## config.mk

```make
export PLATFORM = sky130hd
export DESIGN_NAME = decode_stage_flat
export DESIGN_NICKNAME = d
export VERILOG_FILES = /design/src/rtl/proctypes_pkg.sv /design/src/rtl/decode_stage_if.sv /design/src/rtl/decode_fields.sv /design/src/rtl/decode_stage.sv /design/src/flat_wrapper.sv
export SDC_FILE = /design/constraint.sdc
export NUM_CORES = 1
export LEC_CHECK = 0
export ABC_AREA = 1
export CORE_AREA = 2 2 90 157
export CTS_BUF_LIST = sky130_fd_sc_hd__clkbuf_4 sky130_fd_sc_hd__clkbuf_8
export DETAILED_ROUTE_END_ITERATION = 6
export DIE_AREA = 0 0 92 159
export PLACE_DENSITY = 0.87
export SKIP_LAST_GASP = 1
export SLEW_MARGIN = 15
export SYNTH_ARGS = -nofsm -noshare
export SYNTH_HDL_FRONTEND = slang
export SYNTH_SLANG_ARGS = --single-unit
```

## constraint.sdc

```tcl
create_clock -name clk -period 4.8 [get_ports clk]
set_input_delay 1.44 -clock clk [delete_from_list [all_inputs] [get_ports clk]]
set_output_delay 1.44 -clock clk [all_outputs]
set_load 0.03 [all_outputs]
```

## src/rtl/proctypes_pkg.sv

```systemverilog
// Shared pipeline types for the proctypes core: fetch handshake types plus
// the decode-stage instruction record, state enum and long-op helper.
package proctypes;

  typedef logic [31:0] InstructionAddr;
  typedef logic [15:0] Instruction;

  typedef enum logic {
    fetchStall   = 1'b0,
    fetchDequeue = 1'b1
  } FetchAction;

  typedef enum logic {
    S_FIRST = 1'b0,
    S_EXT   = 1'b1
  } DecodeState;

  localparam logic [3:0] LONG_OP_MIN = 4'hC;

  typedef struct packed {
    InstructionAddr pc;
    logic [3:0]     op;
    logic [3:0]     rd;
    logic [3:0]     rs1;
    logic [3:0]     rs2;
    logic [31:0]    imm;
    logic           is_long;
  } DecodedInst;

  function automatic logic is_long_op(input logic [3:0] op);
    return op >= LONG_OP_MIN;
  endfunction

endpackage

```

## src/rtl/decode_stage_if.sv

```systemverilog
// Fetch-side and execute-side signals of the decode stage.
// Handshakes: fetch parcel moves when fetch_action==fetchDequeue; dec_* moves when dec_valid && ex_ready.
interface decode_stage_if;
  import proctypes::*;

  logic           fetch_valid;
  InstructionAddr fetch_pc;
  Instruction     fetch_inst;
  FetchAction     fetch_action;
  logic           flush;
  logic           ex_ready;
  logic           dec_valid;
  InstructionAddr dec_pc;
  logic [3:0]     dec_op;
  logic [3:0]     dec_rd;
  logic [3:0]     dec_rs1;
  logic [3:0]     dec_rs2;
  logic [31:0]    dec_imm;
  logic           dec_long;
  logic           dec_err;
  logic [31:0]    perf_decoded;
  logic [31:0]    perf_stall;

  // master: the decode stage itself; slave: the surrounding pipeline.
  modport master (
    input  fetch_valid, fetch_pc, fetch_inst, flush, ex_ready,
    output fetch_action, dec_valid, dec_pc, dec_op, dec_rd, dec_rs1, dec_rs2,
           dec_imm, dec_long, dec_err, perf_decoded, perf_stall
  );

  modport slave (
    output fetch_valid, fetch_pc, fetch_inst, flush, ex_ready,
    input  fetch_action, dec_valid, dec_pc, dec_op, dec_rd, dec_rs1, dec_rs2,
           dec_imm, dec_long, dec_err, perf_decoded, perf_stall
  );

endinterface

```

## src/rtl/decode_fields.sv

```systemverilog
// Combinational split of a parcel into register fields and a sign-extended
// immediate (imm4 for short instructions, the extension parcel for long ones).
module decode_fields
  import proctypes::*;
(
  input  Instruction     parcel,
  input  Instruction     ext_parcel,
  input  InstructionAddr pc,
  input  logic           is_long,
  output DecodedInst     fields
);

  always_comb begin
    fields         = '0;
    fields.pc      = pc;
    fields.op      = parcel[15:12];
    fields.rd      = parcel[11:8];
    fields.rs1     = parcel[7:4];
    fields.rs2     = parcel[3:0];
    fields.imm     = is_long ? {{16{ext_parcel[15]}}, ext_parcel}
                             : {{28{parcel[3]}}, parcel[3:0]};
    fields.is_long = is_long;
  end

endmodule

```

## src/rtl/decode_stage.sv

```systemverilog
// Decode stage: assembles 1- or 2-parcel instructions from the fetch bank into
// a single output register. Perf counters exist only with DECODE_PERF_EN defined.
module decode_stage
  import proctypes::*;
#(
  parameter int unsigned PC_STEP = 2
) (
  input  logic           clk,
  input  logic           rst,
  decode_stage_if.master bus,
  output DecodeState     state_dbg
);

  DecodeState     state;
  Instruction     hold_inst;
  InstructionAddr hold_pc;
  DecodedInst     out_q;
  logic           dec_valid_q;
  logic           dec_err_q;

  logic       slot_free;
  logic       accept;
  logic       pc_ok;
  logic       load;
  logic       in_ext;
  DecodedInst fields;

  assign in_ext    = (state == S_EXT);
  assign slot_free = !dec_valid_q || bus.ex_ready;
  assign accept    = bus.fetch_valid && slot_free && !bus.flush && !rst;
  assign pc_ok     = (bus.fetch_pc == hold_pc + 32'(PC_STEP));

  // In S_EXT the held first parcel supplies fields; the live parcel is imm16.
  assign load = accept && (in_ext ? pc_ok : !is_long_op(bus.fetch_inst[15:12]));

  decode_fields u_fields (
    .parcel     (in_ext ? hold_inst : bus.fetch_inst),
    .ext_parcel (bus.fetch_inst),
    .pc         (in_ext ? hold_pc : bus.fetch_pc),
    .is_long    (in_ext),
    .fields     (fields)
  );

  always_ff @(posedge clk) begin
    if (rst) begin
      state       <= S_FIRST;
      hold_inst   <= '0;
      hold_pc     <= '0;
      out_q       <= '0;
      dec_valid_q <= 1'b0;
      dec_err_q   <= 1'b0;
    end else if (bus.flush) begin
      state       <= S_FIRST;
      dec_valid_q <= 1'b0;
      dec_err_q   <= 1'b0;
    end else begin
      dec_err_q <= 1'b0;
      if (load) begin
        out_q       <= fields;
        dec_valid_q <= 1'b1;
      end else if (bus.ex_ready) begin
        dec_valid_q <= 1'b0;
      end
      case (state)
        S_FIRST: begin
          if (accept && is_long_op(bus.fetch_inst[15:12])) begin
            hold_inst <= bus.fetch_inst;
            hold_pc   <= bus.fetch_pc;
            state     <= S_EXT;
          end
        end
        S_EXT: begin
          if (accept) begin
            state     <= S_FIRST;
            dec_err_q <= !pc_ok;
          end
        end
        default: state <= S_FIRST;
      endcase
    end
  end

  assign bus.fetch_action = accept ? fetchDequeue : fetchStall;
  assign bus.dec_valid    = dec_valid_q;
  assign bus.dec_pc       = out_q.pc;
  assign bus.dec_op       = out_q.op;
  assign bus.dec_rd       = out_q.rd;
  assign bus.dec_rs1      = out_q.rs1;
  assign bus.dec_rs2      = out_q.rs2;
  assign bus.dec_imm      = out_q.imm;
  assign bus.dec_long     = out_q.is_long;
  assign bus.dec_err      = dec_err_q;
  assign state_dbg        = state;

`ifdef DECODE_PERF_EN
  logic [31:0] perf_decoded_q;
  logic [31:0] perf_stall_q;
  logic        stall_cycle;

  assign stall_cycle = (bus.fetch_valid && dec_valid_q && !bus.ex_ready) ||
                       (in_ext && !bus.fetch_valid);

  always_ff @(posedge clk) begin
    if (rst) begin
      perf_decoded_q <= '0;
      perf_stall_q   <= '0;
    end else begin
      if (load)        perf_decoded_q <= perf_decoded_q + 32'd1;
      if (stall_cycle) perf_stall_q   <= perf_stall_q + 32'd1;
    end
  end

  assign bus.perf_decoded = perf_decoded_q;
  assign bus.perf_stall   = perf_stall_q;
`else
  assign bus.perf_decoded = 32'd0;
  assign bus.perf_stall   = 32'd0;
`endif

endmodule

```

## src/flat_wrapper.sv

```systemverilog
// flat-port wrapper written by rule: the top's interface ports become plain ports
module decode_stage_flat import proctypes::*;
#(
  parameter int unsigned PC_STEP = 2
)
  (clk, rst, state_dbg, bus_fetch_valid, bus_fetch_pc, bus_fetch_inst, bus_flush, bus_ex_ready, bus_fetch_action, bus_dec_valid, bus_dec_pc, bus_dec_op, bus_dec_rd, bus_dec_rs1, bus_dec_rs2, bus_dec_imm, bus_dec_long, bus_dec_err, bus_perf_decoded, bus_perf_stall);
  decode_stage_if bus_i ();
  input  logic clk;
  input  logic rst;
  output DecodeState state_dbg;
  input wire logic [$bits(bus_i.fetch_valid)-1:0] bus_fetch_valid;
  input wire logic [$bits(bus_i.fetch_pc)-1:0] bus_fetch_pc;
  input wire logic [$bits(bus_i.fetch_inst)-1:0] bus_fetch_inst;
  input wire logic [$bits(bus_i.flush)-1:0] bus_flush;
  input wire logic [$bits(bus_i.ex_ready)-1:0] bus_ex_ready;
  output wire logic [$bits(bus_i.fetch_action)-1:0] bus_fetch_action;
  output wire logic [$bits(bus_i.dec_valid)-1:0] bus_dec_valid;
  output wire logic [$bits(bus_i.dec_pc)-1:0] bus_dec_pc;
  output wire logic [$bits(bus_i.dec_op)-1:0] bus_dec_op;
  output wire logic [$bits(bus_i.dec_rd)-1:0] bus_dec_rd;
  output wire logic [$bits(bus_i.dec_rs1)-1:0] bus_dec_rs1;
  output wire logic [$bits(bus_i.dec_rs2)-1:0] bus_dec_rs2;
  output wire logic [$bits(bus_i.dec_imm)-1:0] bus_dec_imm;
  output wire logic [$bits(bus_i.dec_long)-1:0] bus_dec_long;
  output wire logic [$bits(bus_i.dec_err)-1:0] bus_dec_err;
  output wire logic [$bits(bus_i.perf_decoded)-1:0] bus_perf_decoded;
  output wire logic [$bits(bus_i.perf_stall)-1:0] bus_perf_stall;
  assign bus_i.fetch_valid = bus_fetch_valid;
  assign bus_i.fetch_pc = bus_fetch_pc;
  assign bus_i.fetch_inst = bus_fetch_inst;
  assign bus_i.flush = bus_flush;
  assign bus_i.ex_ready = bus_ex_ready;
  assign bus_fetch_action = bus_i.fetch_action;
  assign bus_dec_valid = bus_i.dec_valid;
  assign bus_dec_pc = bus_i.dec_pc;
  assign bus_dec_op = bus_i.dec_op;
  assign bus_dec_rd = bus_i.dec_rd;
  assign bus_dec_rs1 = bus_i.dec_rs1;
  assign bus_dec_rs2 = bus_i.dec_rs2;
  assign bus_dec_imm = bus_i.dec_imm;
  assign bus_dec_long = bus_i.dec_long;
  assign bus_dec_err = bus_i.dec_err;
  assign bus_perf_decoded = bus_i.perf_decoded;
  assign bus_perf_stall = bus_i.perf_stall;
  decode_stage #(.PC_STEP(PC_STEP)) u_core (.clk(clk), .rst(rst), .bus(bus_i), .state_dbg(state_dbg));
endmodule
```

==> results of run 1 <==
[power breakdown]
part / leakage, µW / switching [µW] / internal (µW)
sequential: 0.000943 / 25.9 / 998
combinational: 0.00272 / 278 / 154
clock: 0.000182 / 444 / 426
[logic make-up (layout without fill, tap and decap cells)]
group,count (synthesis),count (layout)
flip-flops,116,116
AND/OR/NAND/NOR,547,547
buffers and inverters,262,310
XOR/XNOR,19,19
AO/OA/AOI/OAI,177,177
adder cells (fa/ha/maj),1,1
other,1,64
[cell usage after synthesis (3+ instances only)]
library cell  instances  area, µm²
buf_4                80      600.6
nor2_1              164      615.6
nand3_1              50      250.2
a21oi_1              79      395.4
nor2_4                5      56.30
clkbuf_1             35      131.4
nand3b_1              6      45.04
nand2_1             300       1126
dfxtp_1             116       2322
buf_6                 3      33.78
xnor2_1              10      87.58
inv_2                 3      11.26
inv_1               129      484.2
buf_2                 7      35.03
xor2_1                9      78.83
o21ai_0              92      460.4
nor2_2                3      18.77
nand4_1               8      50.05
nand2_2               4      25.02
buf_1                 5      18.77
o21bai_1              3      22.52
[registers in the layout, indices dropped and copies added (netlist names)]
name                  flops
u_core.bus.dec_pc        32
u_core.state_dbg          1
u_core.bus.dec_err        1
u_core.bus.dec_rd         4
u_core.bus.dec_imm       16
u_core.bus.dec_long       1
u_core.hold_pc           32
u_core.bus.dec_valid      1
u_core.bus.dec_rs2        4
u_core.hold_inst         16
u_core.bus.dec_op         4
u_core.bus.dec_rs1        4
[per-layer routing]
metal	share of wire	vias to the layer above	global-route usage
met1	0.39	3034	0.2608
li1	-	3516	-
met4	0.037	0	0.1167
met3	0.066	42	0.05963
met5	0	-	0
met2	0.51	243	0.4452
[worst paths after layout]
path	startpoint	to	slack (ns)
worst max-delay path	rst	bus_fetch_action	0.25
worst min-delay path	u_core.bus.dec_long	u_core.bus.dec_long	0.46
worst max register to register	u_core.hold_pc[1]	u_core.bus.dec_imm[14]	1.99
worst min register to register	u_core.bus.dec_long	u_core.bus.dec_long	0.46
[worst min-delay path: cells and delay by family, from the launching register on]
family                 cells  cell delay [ns]
buffers and inverters      1             0.05
AO/OA/AOI/OAI              1             0.05
flip-flops                 1             0.31
[stage by stage]
step / area [µm²] / hold slack [ns] / util
CTS: 8446 / 0.4602 / 0.6344
detailed placement: 8066 / 0.4497 / 0.6059
finish: 8446 / 0.4568 / 0.6344
global route: 8446 / 0.4783 / 0.6344
global placement: 8066 / 0.4413 / 0.6059
floorplan: 7201 / 0.4246 / -
[area by class of cell]
cell class,count,area (µm²),area share
Inverter,132,495.5,0.05867
Multi-Input combinational cell,808,3566,0.4222
Tap cell,174,217.7,0.02578
Timing Repair Buffer,146,1464,0.1733
Clock buffer,18,247.7,0.02933
Clock inverter,14,131.4,0.01556
Sequential cell,116,2323,0.2751
==> flow_metrics.env, run 1 <==
export IMPL_status="finished, final reports clean"
export IMPL_dp_cells=1376
export IMPL_finalHoldViolations=0
export IMPL_setup_violations_final=0
export IMPL_synthArstFlopShare=0
export IMPL_drt_iter0_drc=307
export IMPL_finalCriticalPeriod_ns=4.551
export IMPL_synthXorXnorAreaFrac=0.02390
export IMPL_final_common_cell="nand2_1"
export IMPL_cp_end_kind="output port"
export IMPL_nNetsFinal=1275
export IMPL_rsz0062_at_grt="no"
export IMPL_portBuffers=137
export IMPL_ys_flop_type="dfxtp_1"
export IMPL_drv_slew=0
export IMPL_cts_hold_buf=0
export IMPL_row_count=56
export IMPL_cts_buffer_depth=2
export IMPL_hpwl_mm=12.60
export IMPL_chipWidth_um=92
export IMPL_period_share=0.9482
export IMPL_synth_edf_count=0
export IMPL_grt_pass1_wl_mm=29.13
export IMPL_slowest_stage="clkdlybuf4s50_1"
export IMPL_min_path_cells=2
export IMPL_start_util=0.5231
export IMPL_drt_pass1_iterations=5
export IMPL_pre_cts_ws_ns=0.2652
export IMPL_cap_violations=0
export IMPL_cts_tree="done"
export IMPL_fin_tns_setup_ns=0
export IMPL_clkLatencyLatePin_ns=0.44
export IMPL_pin_count=202
export IMPL_fillers=1182
export IMPL_startpoint_type="input port"
export IMPL_reg2reg_depth=19
export IMPL_gr_total_overflow=0
export IMPL_timing_fmax_mhz=219.7
export IMPL_clk_pin_slew_ns=0.08
export IMPL_relSlewSlack=0.3063
export IMPL_path_depth=5
export IMPL_area_growth_pct=21.27
export IMPL_cp_common_cell="clkdlybuf4s50_1"
export IMPL_cp_max_fo=4
export IMPL_crit_family="buffers and inverters"
export IMPL_clkSinkCount=116
export IMPL_synthMuxAreaShare=0
export IMPL_vias=6835
export IMPL_root_buffer="clkbuf_8"
export IMPL_tightest_slew_ns=1.034
export IMPL_drive_gt1_frac=0.05186
export IMPL_place_congestion=0.9403
export IMPL_critPathMaxStageDelay_ns=0.69
export IMPL_yosysUniqueCellTypes=31
export IMPL_wirelength_mm=17.74
export IMPL_min_path_type="reg2reg"
export IMPL_syn_inst=1123
export IMPL_grt_pass1_vias=6310
export IMPL_p_leak_uw=0.003847
export IMPL_clock_skew_ns=0.01202
export IMPL_antenna_found_initial=0
export IMPL_antenna_left=0
export IMPL_finalPower_uw=2326
export IMPL_cts_setup_buffers=0
export IMPL_path_class="in2out"
export IMPL_cts_max_level=4
export IMPL_numCtsBuffers=17
export IMPL_core_mm2=0.01331
export IMPL_ctsResizeCount=0
export IMPL_syn_area_mm2=0.006964
export IMPL_worstPathCellList="clkdlybuf4s50_1 > nor2_1 > nand3_1 > inv_1 > clkdlybuf4s50_1"
export IMPL_fin_cells=1408
export IMPL_grt_start_max_net_pins=103
export IMPL_final_cell_mix="300 x nand2_1, 163 x nor2_1, 137 x clkdlybuf4s50_1"
export IMPL_yosysSeqAreaShare=0.3335
export IMPL_vias_per_cell=4.854
export IMPL_syn_avg_cell_area_um2=6.201
export IMPL_synthSimpleGateAreaFrac=0.3221
export IMPL_vdd_ir_drop_worst_v=0.0001989
export IMPL_cp_num_buf_inv=3
export IMPL_synth_compound_area_share=0.1294
export IMPL_crit_required_ns=3.36
export IMPL_fin_ws_ns=0.2487
export IMPL_arrival_ns=3.11
export IMPL_synth_top_family_by_area="simple AND/OR/NAND/NOR gates"
export IMPL_pwr_density_cell_mw_per_mm2=275.5
export IMPL_synth_adder_area_share=0.001797
export IMPL_drt_wirelength_per_cell_um=12.60
export IMPL_antenna_cells=0
export IMPL_drc_errors=0
export IMPL_ys_ff_latch=116
export IMPL_yosysWarnings=0
export IMPL_die_area_mm2=0.01463
export IMPL_grtUsageTotal=0.2450
export IMPL_die_h_um=159
No activity file was read; power rests on OpenSTA's default activity.
==> run 2, diff against run 1 <==
CORE_AREA = 2 2 91 159   (was 2 2 90 157)
CTS_BUF_LIST = unset   (was sky130_fd_sc_hd__clkbuf_4 sky130_fd_sc_hd__clkbuf_8)
DIE_AREA = 0 0 93 161   (was 0 0 92 159)
PLACE_DENSITY = 0.85   (was 0.87)
==> flow_metrics.env, run 2 (synthesis results as in run 1) <==
export IMPL_status="finished, final reports clean"
export IMPL_final_common_cell="nand2_1"
export IMPL_multiInputGateArea_mm2=0.003566
export IMPL_nNetsFinal=1274
export IMPL_drt_pass1_iterations=5
export IMPL_path_class="in2out"
export IMPL_numCtsBuffers=17
export IMPL_finalHoldViolations=0
export IMPL_rsz0062_at_grt="no"
export IMPL_drt_wirelength_per_cell_um=12.41
export IMPL_pin_count=202
export IMPL_antenna_cells=0
export IMPL_cp_num_buf_inv=3
export IMPL_cap_violations=0
export IMPL_final_cell_mix="300 x nand2_1, 163 x nor2_1, 137 x clkdlybuf4s50_1"
export IMPL_gr_total_overflow=0
export IMPL_chipWidth_um=93
export IMPL_timing_fmax_mhz=221.5
export IMPL_cts_tree="done"
export IMPL_tightest_slew_ns=0.8281
export IMPL_min_path_cells=2
export IMPL_clkSinkCount=116
export IMPL_grt_pass1_wl_mm=28.41
export IMPL_worstPathCellList="clkdlybuf4s50_1 > nor2_1 > nand3_1 > inv_1 > clkdlybuf4s50_1"
export IMPL_root_buffer="clkbuf_16"
export IMPL_core_mm2=0.01369
export IMPL_start_util=0.5086
export IMPL_wirelength_mm=17.48
export IMPL_vias_per_cell=4.840
export IMPL_reg2reg_depth=19
export IMPL_grtUsageTotal=0.2339
export IMPL_cts_max_level=4
export IMPL_slowest_stage="clkdlybuf4s50_1"
export IMPL_antenna_left=0
export IMPL_min_path_type="reg2reg"
export IMPL_row_count=57
export IMPL_drc_errors=0
export IMPL_vdd_ir_drop_worst_v=0.0002156
export IMPL_ctsResizeCount=0
export IMPL_setup_violations_final=0
export IMPL_die_h_um=161
export IMPL_pwr_density_cell_mw_per_mm2=316.9
export IMPL_cp_max_fo=4
export IMPL_hpwl_mm=12.27
export IMPL_crit_required_ns=3.36
export IMPL_drt_iter0_drc=371
export IMPL_antenna_found_initial=0
export IMPL_seqCellArea_mm2=0.002323
export IMPL_place_congestion=0.9181
export IMPL_cts_setup_buffers=0
export IMPL_period_share=0.9407
export IMPL_cp_common_cell="clkdlybuf4s50_1"
export IMPL_finalCriticalPeriod_ns=4.515
export IMPL_grt_start_max_net_pins=71
export IMPL_cts_buffer_depth=2
export IMPL_clk_pin_slew_ns=0.05
export IMPL_area_growth_pct=24.56
export IMPL_clkLatencyLatePin_ns=0.41
export IMPL_grt_pass1_vias=6254
export IMPL_drive_gt1_frac=0.04951
export IMPL_fillers=1247
export IMPL_critPathMaxStageDelay_ns=0.69
export IMPL_crit_family="buffers and inverters"
export IMPL_portBuffers=137
export IMPL_relSlewSlack=0.4459
export IMPL_vias=6819
export IMPL_cts_hold_buf=0
export IMPL_cp_end_kind="output port"
export IMPL_die_area_mm2=0.01497
export IMPL_finalPower_uw=2749
export IMPL_drv_slew=0
export IMPL_p_leak_uw=0.003948
export IMPL_startpoint_type="input port"
export IMPL_clock_skew_ns=0.009424
export IMPL_fin_tns_setup_ns=0
export IMPL_path_depth=5
export IMPL_arrival_ns=3.08
==> run 2: through the flow <==
step                      instance area, µm²  setup WS (ns)  std cells  utilization  hold WS [ns]
after global placement                  8075         0.2972       1378       0.5897        0.4347
after detailed placement                8075         0.2765       1378       0.5897        0.4427
final                                   8675         0.2849       1409       0.6335        0.4511
after CTS                               8675         0.2665       1409       0.6335        0.4490
after floorplan                         7201          1.432       1186            -        0.4246
after global routing                    8675         0.1042       1409       0.6335        0.4687
==> run 2: layer usage <==
metal  track usage  part of all wire
met5             0                 0
met4        0.1056             0.031
met3       0.04851             0.065
met2        0.4256              0.52
met1        0.2561              0.39
==> run 2: power breakdown <==
group          leakage [µW]  internal [µW]  switching, µW
clock network      0.000281            828            463
logic               0.00272            155            277
registers          0.000943            999           27.6
total               0.00395           1980            767
==> run 2: path summary, 6_finish.rpt <==
path	from	end	slack, ns
setup / recovery	rst	bus_fetch_action	0.28
hold / removal	u_core.bus.dec_long	u_core.bus.dec_long	0.45
setup reg to reg	u_core.hold_pc[2]	u_core.bus.dec_pc[27]	1.76
hold reg to reg	u_core.bus.dec_long	u_core.bus.dec_long	0.45
==> run 2: worst register-to-register path, cell delays in order, from the launching register on <==
cell and delay (ns):
dfxtp_1 0.40, ha_1 0.23, nand2_2 0.10, nor2_4 0.22
nand2_2 0.12, nor2_4 0.24, nand2_1 0.08, nand2_1 0.08
nand2_1 0.05, nand2_1 0.05, nand2_1 0.05, nor2_1 0.08
nand2_1 0.09, nor2_1 0.13, nand3_2 0.12, nand2_4 0.08
nand2_2 0.30, buf_12 0.31, nor2_1 0.13, nor2_1 0.06
==> run 2: layout make-up <==
cell class | instances | share of cell area
multi-input combinational | 808 | 0.4111
sequential | 116 | 0.2678
timing repair buffer | 145 | 0.1693
inverter | 132 | 0.05712
clock buffer | 19 | 0.05106
tap | 177 | 0.02553
clock inverter | 12 | 0.01803
==> RTL change: new RTL, config.mk and constraints of run 1 <==
Put one more register stage on the output `state_dbg`, without a reset. The value now appears one clock later. The other outputs are not delayed to match.
--- a/src/rtl/decode_stage.sv
+++ b/src/rtl/decode_stage.sv
@@ -91,5 +91,7 @@
   assign bus.dec_long     = out_q.is_long;
   assign bus.dec_err      = dec_err_q;
-  assign state_dbg        = state;
+  always_ff @(posedge clk) begin
+    state_dbg <= state;
+  end
 
 `ifdef DECODE_PERF_EN
Check against the original RTL: not equivalent (a bounded check fails within 4 cycles, from zero or initial values and one cycle with rst high).
==> RTL change against run 1 <==
The run now ends with design-rule violations left. Worst setup slack worse by 0.034 ns. Total power up 1.2%. Combinational power about the same. Design area up 0.37%. First-iteration DRC count up 0.33%. Routed wire length down 1.1%. Sequential cell count up 1. Area after synthesis up 0.29%. Critical endpoint unchanged. Largest cell class unchanged.
==> RTL change: results (changes against run 1) <==
outcome=complete, but fails checks; failing checks=design-rule violations; worst clock skew=0.0135 ns (+0.00150 ns); DRC viols=2 (+2); WL met2=9.02 mm (about the same); pin count of the biggest net entering global routing=106 (+2.9%); TritonRoute pass-1 iters=7 (+2); Non-clock buffer share=17.3% (about the same); synth top area cells=dfxtp_1 (34%), nand2_1 (16%), nor2_1 (8.8%); DP Wirelength=12.4 mm (-1.6%); Clock-cell share=4.49% (about the same); first-pass GRT wire length=28.6 mm (-1.8%); # fillers=1,231 (+4.1%); crit-path max cell delay=0.73 ns (+0.04 ns); top cells by count, synth=nand2_1 (300), nor2_1 (164), inv_1 (129); number of global-route vias before repair=6,250 (-0.95%); sw frac=33.0% (+0.79 points); Total GRT Usage=24.0% (-0.48 points); Mean Syn Cell Area=6.21 um2 (+0.20%); dpl ws=0.212 ns (-0.0527 ns); sequential share of power=43.8% (-0.2 points); Vias/cell=4.90 (+0.94%); Leak Pwr=3.85 nW (about the same); final wirelength=17.5 mm (-1.1%); Metal-1 WL=6.65 mm (-3.5%); drt first-iter violations=308 (+0.33%)
==> RTL change: changes by cell type in the layout (fill, tap and decap cells not counted), sizes merged <==
cell and change:
buf -1, clkbuf -1, clkinv -4, clkinvlp +1, dfxtp +1, inv +4
==> RTL change: cell families after synthesis <==
| logic type | Yosys count | synth area share (%) |
|---|---|---|
| other | 1 | 0.0537 |
| AND/OR/NAND/NOR | 547 | 32.1 |
| flip-flops | 117 | 33.5 |
| AO/OA/AOI/OAI | 177 | 12.9 |
| adder cells (fa/ha/maj) | 1 | 0.179 |
| XOR/XNOR | 19 | 2.38 |
| buffers and inverters | 262 | 18.8 |
==> RTL change: worst paths after layout <==
| kind | startpoint | end | depth (start not counted) |
|---|---|---|---|
| max | rst | bus_fetch_action | 5 |
| min | u_core.hold_inst[14] | u_core.hold_inst[14] | 2 |
| max reg2reg | u_core.hold_pc[2] | u_core.bus.dec_rd[0] | 20 |
| min reg2reg | u_core.hold_inst[14] | u_core.hold_inst[14] | 2 |
